### src/rtl/digit_scan_driver.sv
// Four-digit scan driver for a multiplexed seven-segment display.
// Rotates a one-hot nibble select at a prescaled rate and drives the
// matching active-low anodes, with per-digit masking and optional
// leading-zero blanking. Anodes deliberately trail sel by one cycle so
// every digit change passes through a settling cycle (ghost suppression).
module digit_scan_driver #(
  parameter int PRESCALE = 50000,
  parameter int CNT_W    = 17
) (
  input  logic        clk,
  input  logic        rst_n,
  input  logic        en,
  input  logic [15:0] N,
  input  logic [3:0]  digit_en,
  input  logic        lz_blank,
  output logic [3:0]  sel,
  output logic [3:0]  an,
  output logic [1:0]  idx,
  output logic        tick,
  output logic        frame
);

  // A prescale of 0 would never advance; it behaves as 1 instead.
  localparam int             PS_EFF = (PRESCALE < 1) ? 1 : PRESCALE;
  localparam logic [CNT_W-1:0] LAST = CNT_W'(PS_EFF - 1);

  logic [CNT_W-1:0] cnt;
  logic             adv;
  logic [3:0]       vis;

  // Digit d is blanked when it and every digit to its left are zero;
  // the units digit always stays visible when enabled.
  function automatic logic [3:0] visibility(input logic [15:0] n,
                                            input logic [3:0]  de,
                                            input logic        lz);
    logic [3:0] v;
    v[3] = de[3] & ~(lz & (n[15:12] == 4'h0));
    v[2] = de[2] & ~(lz & (n[15:8]  == 8'h00));
    v[1] = de[1] & ~(lz & (n[15:4]  == 12'h000));
    v[0] = de[0];
    return v;
  endfunction

  // Slot-end detection and current visibility mask.
  always_comb begin
    adv = en && (cnt == LAST);
    vis = visibility(N, digit_en, lz_blank);
  end

  // Prescaler, digit rotation, strobes and anode register.
  always_ff @(posedge clk or negedge rst_n) begin
    if (!rst_n) begin
      cnt   <= '0;
      sel   <= 4'b1000;
      idx   <= 2'd3;
      an    <= 4'b1111;
      tick  <= 1'b0;
      frame <= 1'b0;
    end else begin
      tick  <= adv;
      frame <= adv && (sel == 4'b0001);
      if (en) begin
        cnt <= adv ? '0 : cnt + 1'b1;
      end
      if (adv) begin
        sel <= {sel[0], sel[3:1]};
        idx <= idx - 2'd1;
      end
      // Uses the pre-edge sel, giving the intended one-cycle anode lag.
      an <= en ? ~(sel & vis) : 4'b1111;
    end
  end

endmodule

### config.mk
export PLATFORM = sky130hd
export DESIGN_NAME = digit_scan_driver
export DESIGN_NICKNAME = d
export VERILOG_FILES = /design/src/rtl/digit_scan_driver.sv
export SDC_FILE = /design/constraint.sdc
export NUM_CORES = 1
export LEC_CHECK = 0
export BUFFER_PORTS_ARGS = -buffer_cell sky130_fd_sc_hd__buf_2
export CAP_MARGIN = 20
export CORE_MARGIN = 4
export CORE_UTILIZATION = 55
export DETAILED_ROUTE_END_ITERATION = 16
export PLACE_DENSITY = 0.83
export SYNTH_ARGS = -nofsm -noshare
export SYNTH_HDL_FRONTEND = slang
export SYNTH_SLANG_ARGS = --single-unit
### constraint.sdc
create_clock -name clk -period 4.8 [get_ports clk]
set_clock_uncertainty 0.05 [all_clocks]
set_input_delay 0 -clock clk [delete_from_list [all_inputs] [get_ports clk]]
set_output_delay 0 -clock clk [all_outputs]
set_load 0.02 [all_outputs]
[After elaboration in Yosys (flattened, before gate mapping)]
Cells that the tools add are included.
W data, S select, Z words.
Storage, ports and cells
  output and inout port bits: 12
  flip-flop bits (word level): 29
  word-level logic and storage cells: 28
  input port bits: 24
Cells by class
  equal/unequal tests: 2
  add/sub/neg operators: 2
  reductions and logical operators: 5
  multiplexer cells: 2
  bitwise operators: 11
Operators with widths (number)
  $add A17 B1 Y17 const B: 1
  $eq A17 B16 Y1 const B: 1
  $mux W17: 1
  $logic_not A12 Y1: 1
  $logic_not A8 Y1: 1
  $and A1 B1 Y1: 6
  $and A4 B4 Y4: 1
  $eq A4 B1 Y1 const B: 1
  $logic_not A4 Y1: 1
  $mux W4: 1
  $not A4 Y4: 1
  $not A1 Y1: 3
  $logic_and A1 B1 Y1: 2
  $sub A2 B1 Y2 const B: 1

[Longest topological paths before layout]
Gate-level depths: netlist (run 1).
  depth after elaboration: 7
  depth in mapped cells: 5
  mapped depth without buffers: 5

[Least setup slack after synthesis (run 1)]
Ideal clock, no wire load.
  path type: register -> register
  start: register cnt[11]
  end: register sel[0]
  required time: 4.625 ns
  arrival time: 1.363 ns
  path buffers: 0
  setup slack: 3.262 ns
  clock period less this slack: 1.538 ns
  setup time: 0.125 ns
  stages on the path, launching flop included: 5
  path through: dfrtp_1 nor4_4 nand4_2 nor2_4 mux2_2
Between the ends
  word-level cells in the longest chain between the ends: 2
Ends and longest elaborated chain
  start: declaration: RTL line 27  | logic [CNT_W-1:0] cnt;
  start signal: assignment: RTL line 63  | cnt <= adv ? '0 : cnt + 1'b1;
  $eq A17 B16 Y1: RTL line 46  | adv = en && (cnt == LAST);
  $logic_and A1 B1 Y1: RTL line 46
  end signal: assignment: RTL line 66  | sel <= {sel[0], sel[3:1]};
  end: declaration: RTL line 16  | output logic [3:0] sel,
No other way between the ends.
A chain may end at the register's enable or synchronous reset.

[Worst setup path in the final report (run 1)]
  start: register cnt[0]
  end: register sel[0]
Same word-level chain as after synthesis.

==> results of run 1 <==
[sequential cells by signal, indices dropped and copies added (netlist names)]
name,count
cnt,17
an,4
sel,4
idx,2
frame,1
tick,1
[critical path, delay by kind of cell, from the launching register on]
family	cells	cell delay, ns
AND/OR/NAND/NOR	2	0.69
flip-flops	1	0.44
multiplexers	1	0.39
adder cells (fa/ha/maj)	1	0.22
[layer usage]
layer  global-route usage (%)  routed length (um)
met5                        0                   0
met4                     5.96                  58
met3                     7.01                 159
met2                     31.3                1380
met1                     22.4                1120
[per-stage QoR]
stage / hold WS [ns] / instances / power [uW]
floorplan: -0.346 / 114 / 327
global placement: -0.00969 / 171 / 346
detailed placement: 0.00441 / 171 / 351
CTS: 0.179 / 189 / 563
global route: 0.247 / 189 / 591
finish: 0.174 / 189 / 558
[cells by family after synthesis]
logic type,after synthesis,synth area share (%)
multiplexers,4,3.38
flip-flops,29,55.1
adder cells (fa/ha/maj),1,0.938
buffers and inverters,4,1.97
AO/OA/AOI/OAI,5,2.53
AND/OR/NAND/NOR,56,25.7
XOR/XNOR,15,10.4
[what timing repair did]
item                                   4_1_cts  5_1_grt
hold buffers                                10        0
resized for setup                            0        0
endpoints found under the hold margin       29        0
[cell usage in the layout, fill, tap and decap left out, types with 2 or more instances in the layout]
cell type | Yosys | final
xor2_1 | 3 | 3
clkbuf_4 | 0 | 5
nor2_1 | 12 | 12
xnor2_1 | 11 | 11
dfstp_2 | 7 | 7
nor3_1 | 3 | 3
nor4_4 | 2 | 2
nand2b_1 | 2 | 2
dfrtp_1 | 22 | 22
nand2_1 | 12 | 12
nor4_1 | 2 | 2
nand4_2 | 2 | 2
dlygate4sd3_1 | 0 | 10
mux2_2 | 4 | 4
buf_2 | 0 | 31
nand3_1 | 7 | 7
inv_1 | 2 | 2
nand4_1 | 7 | 7
[how the worst max path moves through the flow]
| stage | start | endpoint | slack (ns) | depth (start not counted) |
|---|---|---|---|---|
| after floorplan | cnt[11]$_DFFE_PN0P_ | sel[0]$_DFFE_PN0N_ | 3.26 | 4 |
| after global placement | cnt[0]$_DFFE_PN0P_ | sel[2]$_DFFE_PN0N_ | 2.99 | 4 |
| after detailed placement | cnt[0]$_DFFE_PN0P_ | sel[0]$_DFFE_PN0N_ | 2.94 | 4 |
| after CTS | cnt[0]$_DFFE_PN0P_ | sel[0]$_DFFE_PN0N_ | 2.90 | 4 |
| after global routing | cnt[0]$_DFFE_PN0P_ | sel[2]$_DFFE_PN0N_ | 2.79 | 4 |
| final | cnt[0]$_DFFE_PN0P_ | sel[0]$_DFFE_PN0N_ | 2.90 | 4 |
[power breakdown]
part	total [uW]	internal, uW	switching [uW]
Sequential	292	265	27.0
Combinational	59.3	28.3	31.0
Clock	206	124	82.0
[area by class of cell]
cell class	count	area [um2]
multi-input combinational	81	573
timing repair buffer	41	255
clock inverter	1	30.0
inverter	2	7.51
tap	28	35.0
clock buffer	7	55.1
fill	155	564
sequential	29	734
==> impl_metrics.ini, run 1 <==
[placement]
post-place-ws_ns = 2.94
place_area_mm2 = 0.00151
routabilityCongestion = 0.822
port_buffers = 31
hpwl_um = 1830

[critical_path]
critPathLaunchType = flip-flop
crit_slowest_cell = dfrtp_1
worstPathMaxFanout = 15
crit_required_ns = 4.97
path_cells = ha_1 -> nand4_1 -> nor2_4 -> mux2_2
r2r-end = sel[0]$_DFFE_PN0N_
worstReg2RegStart = cnt[0]$_DFFE_PN0P_
arrival_ns = 2.07
crit_type = flip-flop to flip-flop
reg2reg_depth = 4
reg2reg_slack_ns = 2.90
max_stage_delay_ns = 0.44
cp-end-kind = flip-flop

[die]
fp.dieArea_mm2 = 0.00328
num_io_pins = 36
num_rows = 17
core_area_mm2 = 0.00225
initial_core_util_pct = 59.2
die_x_um = 57.2
fp.dieH_um = 57.2

[route]
dr.pass1.iters = 4
drtIter0Drc = 37
route.detailed.drc = 0
vias = 1014
drt-vias-per-instance = 5.37
postRouteAntennaNets = 0
wl_per_cell_um = 14.4
wirelength_um = 2720

[cells_and_area]
layout-drive-gt1-share_pct = 36.0
final_area_mm2 = 0.00169
nNetsFinal = 185
diodes = 0
fin_util_pct = 75.0
area_growth_pct = 26.7

[timing]
final_hold_viol_count = 0
final.setup.tns_ns = 0
worst-slew-pin-transition_ns = 0.622
post-route-period-util_pct = 39.6
fmax_mhz = 526
rsz0062_at_grt = false
relSlewSlack_pct = 58.5
maxSlewViolCount = 0
finalSetupViolCount = 0
setup_slack_ns = 2.90
period_needed_ns = 1.90

[logic_synthesis]
synth-main-ff-cell = dfrtp_1
synth.distinct_cells = 31
syn_inst = 114
yosysTopAreaCell = dfrtp_1
ys_seq_area_share_pct = 55.1
syn-cell-area_mm2 = 0.00133
netlist.area_leader.share_pct = 41.3
synth_edf_count = 0
syn_nets = 139
synth.area.top_cells = dfrtp_1, dfstp_2, xnor2_1, mux2_2, nand2_1
synth_seq_cells = 29
synth-async-reset-ratio_pct = 100
ys_warn_count = 0
syn_area_per_cell_um2 = 11.7
synth.top_cells.by_count = dfrtp_1, nand2_1, nor2_1
yosysMostFrequentCell = dfrtp_1

[cts]
worstSkewPairLatency_ns = 0.32
cts-buffers-inserted = 5
cts_sinks = 29
cts_tree = built
clock_path_buffers = 2
htreeDepth = 2
root_buffer = clkbuf_4
path_clk_slew_ns = 0.09
cts_setup_buffers = 0

[power]
p_leak_uw = 0.000786
power_density_mw_per_mm2 = 330
ir_drop_uv = 237

[min_path]
holdCritPathClass = input port to asynchronous set/reset pin

[global_route]
antenna_found_initial = 0
grt_first_pass_wirelength_um = 4630
grt_max_degree = 30
grt_usage_pct = 18.7
gr-total-overflow = 0
grt_pass1_vias = 1029

[run]
cap_violations = 0

[run_status]
outcome = complete, no violations
(Power assumes the default switching activity.)
==> run 2: changes to the inputs <==
--- a/config.mk
+++ b/config.mk
@@ -8,9 +8,9 @@
 export BUFFER_PORTS_ARGS = -buffer_cell sky130_fd_sc_hd__buf_2
 export CAP_MARGIN = 20
 export CORE_MARGIN = 4
-export CORE_UTILIZATION = 55
+export CORE_UTILIZATION = 46
 export DETAILED_ROUTE_END_ITERATION = 16
-export PLACE_DENSITY = 0.83
+export PLACE_DENSITY = 0.74
 export SYNTH_ARGS = -nofsm -noshare
 export SYNTH_HDL_FRONTEND = slang
 export SYNTH_SLANG_ARGS = --single-unit
==> constraint.sdc (replaced) <==
create_clock -name clk -period 1.7 [get_ports clk]
set_clock_uncertainty 0.05 [all_clocks]
set_input_delay 0 -clock clk [delete_from_list [all_inputs] [get_ports clk]]
set_output_delay 0 -clock clk [all_outputs]
set_load 0.02 [all_outputs]
==> impl_metrics.ini, run 2 (synthesis gave the netlist of run 1 again) <==
[run_status]
outcome = complete, no violations

[route]
postRouteAntennaNets = 0
vias = 1055
wirelength_um = 2850
drtIter0Drc = 53
route.detailed.drc = 0
wl_per_cell_um = 14.2
dr.pass1.iters = 4
drt-vias-per-instance = 5.28

[critical_path]
reg2reg_slack_ns = 0.06
worstPathMaxFanout = 6
critPathCapture = sel[2]$_DFFE_PN0N_
crit_start = cnt[16]$_DFFE_PN0P_
worstReg2RegStart = cnt[16]$_DFFE_PN0P_
crit_type = flip-flop to flip-flop
reg2reg_depth = 4
arrival_ns = 1.80
crit_required_ns = 1.86
cp-end-kind = flip-flop
critPathLaunchType = flip-flop
r2r-end = sel[2]$_DFFE_PN0N_

[cts]
path_clk_slew_ns = 0.09
cts_tree = built
htreeDepth = 2
worstSkewPairLatency_ns = 0.33
clock_path_buffers = 2
cts_sinks = 29
root_buffer = clkbuf_4
cts-buffers-inserted = 5

[timing]
post-route-period-util_pct = 96.4
fmax_mhz = 610
relSlewSlack_pct = 58.8
period_needed_ns = 1.64
maxSlewViolCount = 0
final_hold_viol_count = 0
rsz0062_at_grt = true
worst-slew-pin-transition_ns = 0.618
hold_ws_ns = 0.167
finalSetupViolCount = 0
final.setup.tns_ns = 0

[cells_and_area]
area_growth_pct = 29.7
largest_reg_flops = 17
final_area_mm2 = 0.00173
largest-register = cnt
final_common_cell = buf_2
nNetsFinal = 193
layout-drive-gt1-share_pct = 39.6
diodes = 0
layoutNonFillerInstCount = 200
top_regs = cnt (17), an (4), sel (4)
layout_common_cells = buf_2, dfrtp_1, nor2_1, nand2_1, xnor2_1

[global_route]
grt_usage_pct = 16.7
grt_first_pass_wirelength_um = 4470
antenna_found_initial = 0
gr-total-overflow = 0
grt_max_degree = 30
grt_pass1_vias = 1052

[power]
power_density_mw_per_mm2 = 829
ir_drop_uv = 597
clock_power_share_pct = 30.2
switching_share_pct = 27.6
p_leak_uw = 0.000804
sequentialPowerShare_pct = 57.3
p_sw_uw = 395
comb_power_share_pct = 12.5
p_int_uw = 1040

[die]
die_x_um = 61.8
fp.dieArea_mm2 = 0.00382
core_area_mm2 = 0.00276
num_io_pins = 36
fp.dieH_um = 61.8
num_rows = 19
initial_core_util_pct = 48.4

[placement]
port_buffers = 31
dpl.cell_count = 178
routabilityCongestion = 0.826
hpwl_um = 1960
place_area_mm2 = 0.00154

[run]
cap_violations = 0

[min_path]
holdCritPathClass = input port to asynchronous set/reset pin
run 2: changes by cell type in the layout (fill, tap and decap cells not counted), sizes merged:
cell    delta
buf        +8
bufinv     -1
clkbuf     +1
run 2: final cells by class:
type	instances	area, um2
tap	31	38.8
fill	230	1030
inverter	2	7.51
clock buffer	8	58.8
timing repair buffer	49	315
sequential	29	737
multi-input combinational	81	573
run 2: critical path: stages (launching register included):
cell	delay (ns)
dfrtp_1	0.42
nor4_4	0.29
nand4_2	0.20
nor2_4	0.22
mux2_2	0.35
run 2: layer usage:
layer,part of all wire [%],vias to the layer above,global-route usage (%)
li1,-,511,-
met3,5.3,4,5.58
met4,1.3,0,10.6
met5,0,-,0
met2,51,30,26.9
met1,42,510,19.0
run 2: power groups by stage:
stage               Combinational, uW  Sequential (uW)  Clock (uW)
finish                            179              822         434
global route                      201              832         479
CTS                               180              819         452
detailed placement                169              831           0
global placement                  160              828           0
floorplan                         103              820           0
run 2: worst min-delay path by stage:
stage / startpoint / endpoint / slack (ns) / depth (start not counted)
2_1_floorplan: rst_n / cnt[0]$_DFFE_PN0P_ / -0.35 / 0
3_3_place_gp: rst_n / cnt[14]$_DFFE_PN0P_ / -0.007 / 1
3_5_place_dp: rst_n / cnt[14]$_DFFE_PN0P_ / 0.009 / 1
4_1_cts: rst_n / cnt[8]$_DFFE_PN0P_ / 0.17 / 2
5_1_grt: rst_n / cnt[14]$_DFFE_PN0P_ / 0.22 / 2
6_report: rst_n / cnt[5]$_DFFE_PN0P_ / 0.17 / 2
run 2: repair_timing:
item / CTS / global route
resized for setup: 0 / 2
setup endpoints to repair: 0 / 4
hold buffers: 10 / 0
buffers inserted: 0 / 4
hold endpoints to repair: 29 / 0
run 2: metrics by stage:
step	power, uW	worst slack, ns	utilization (%)
finish	1430	0.0608	62.7
detailed placement	1000	0.0712	55.8
floorplan	923	0.162	-
CTS	1450	0.0574	61.6
global placement	989	0.113	55.8
global route	1510	-0.0311	62.7
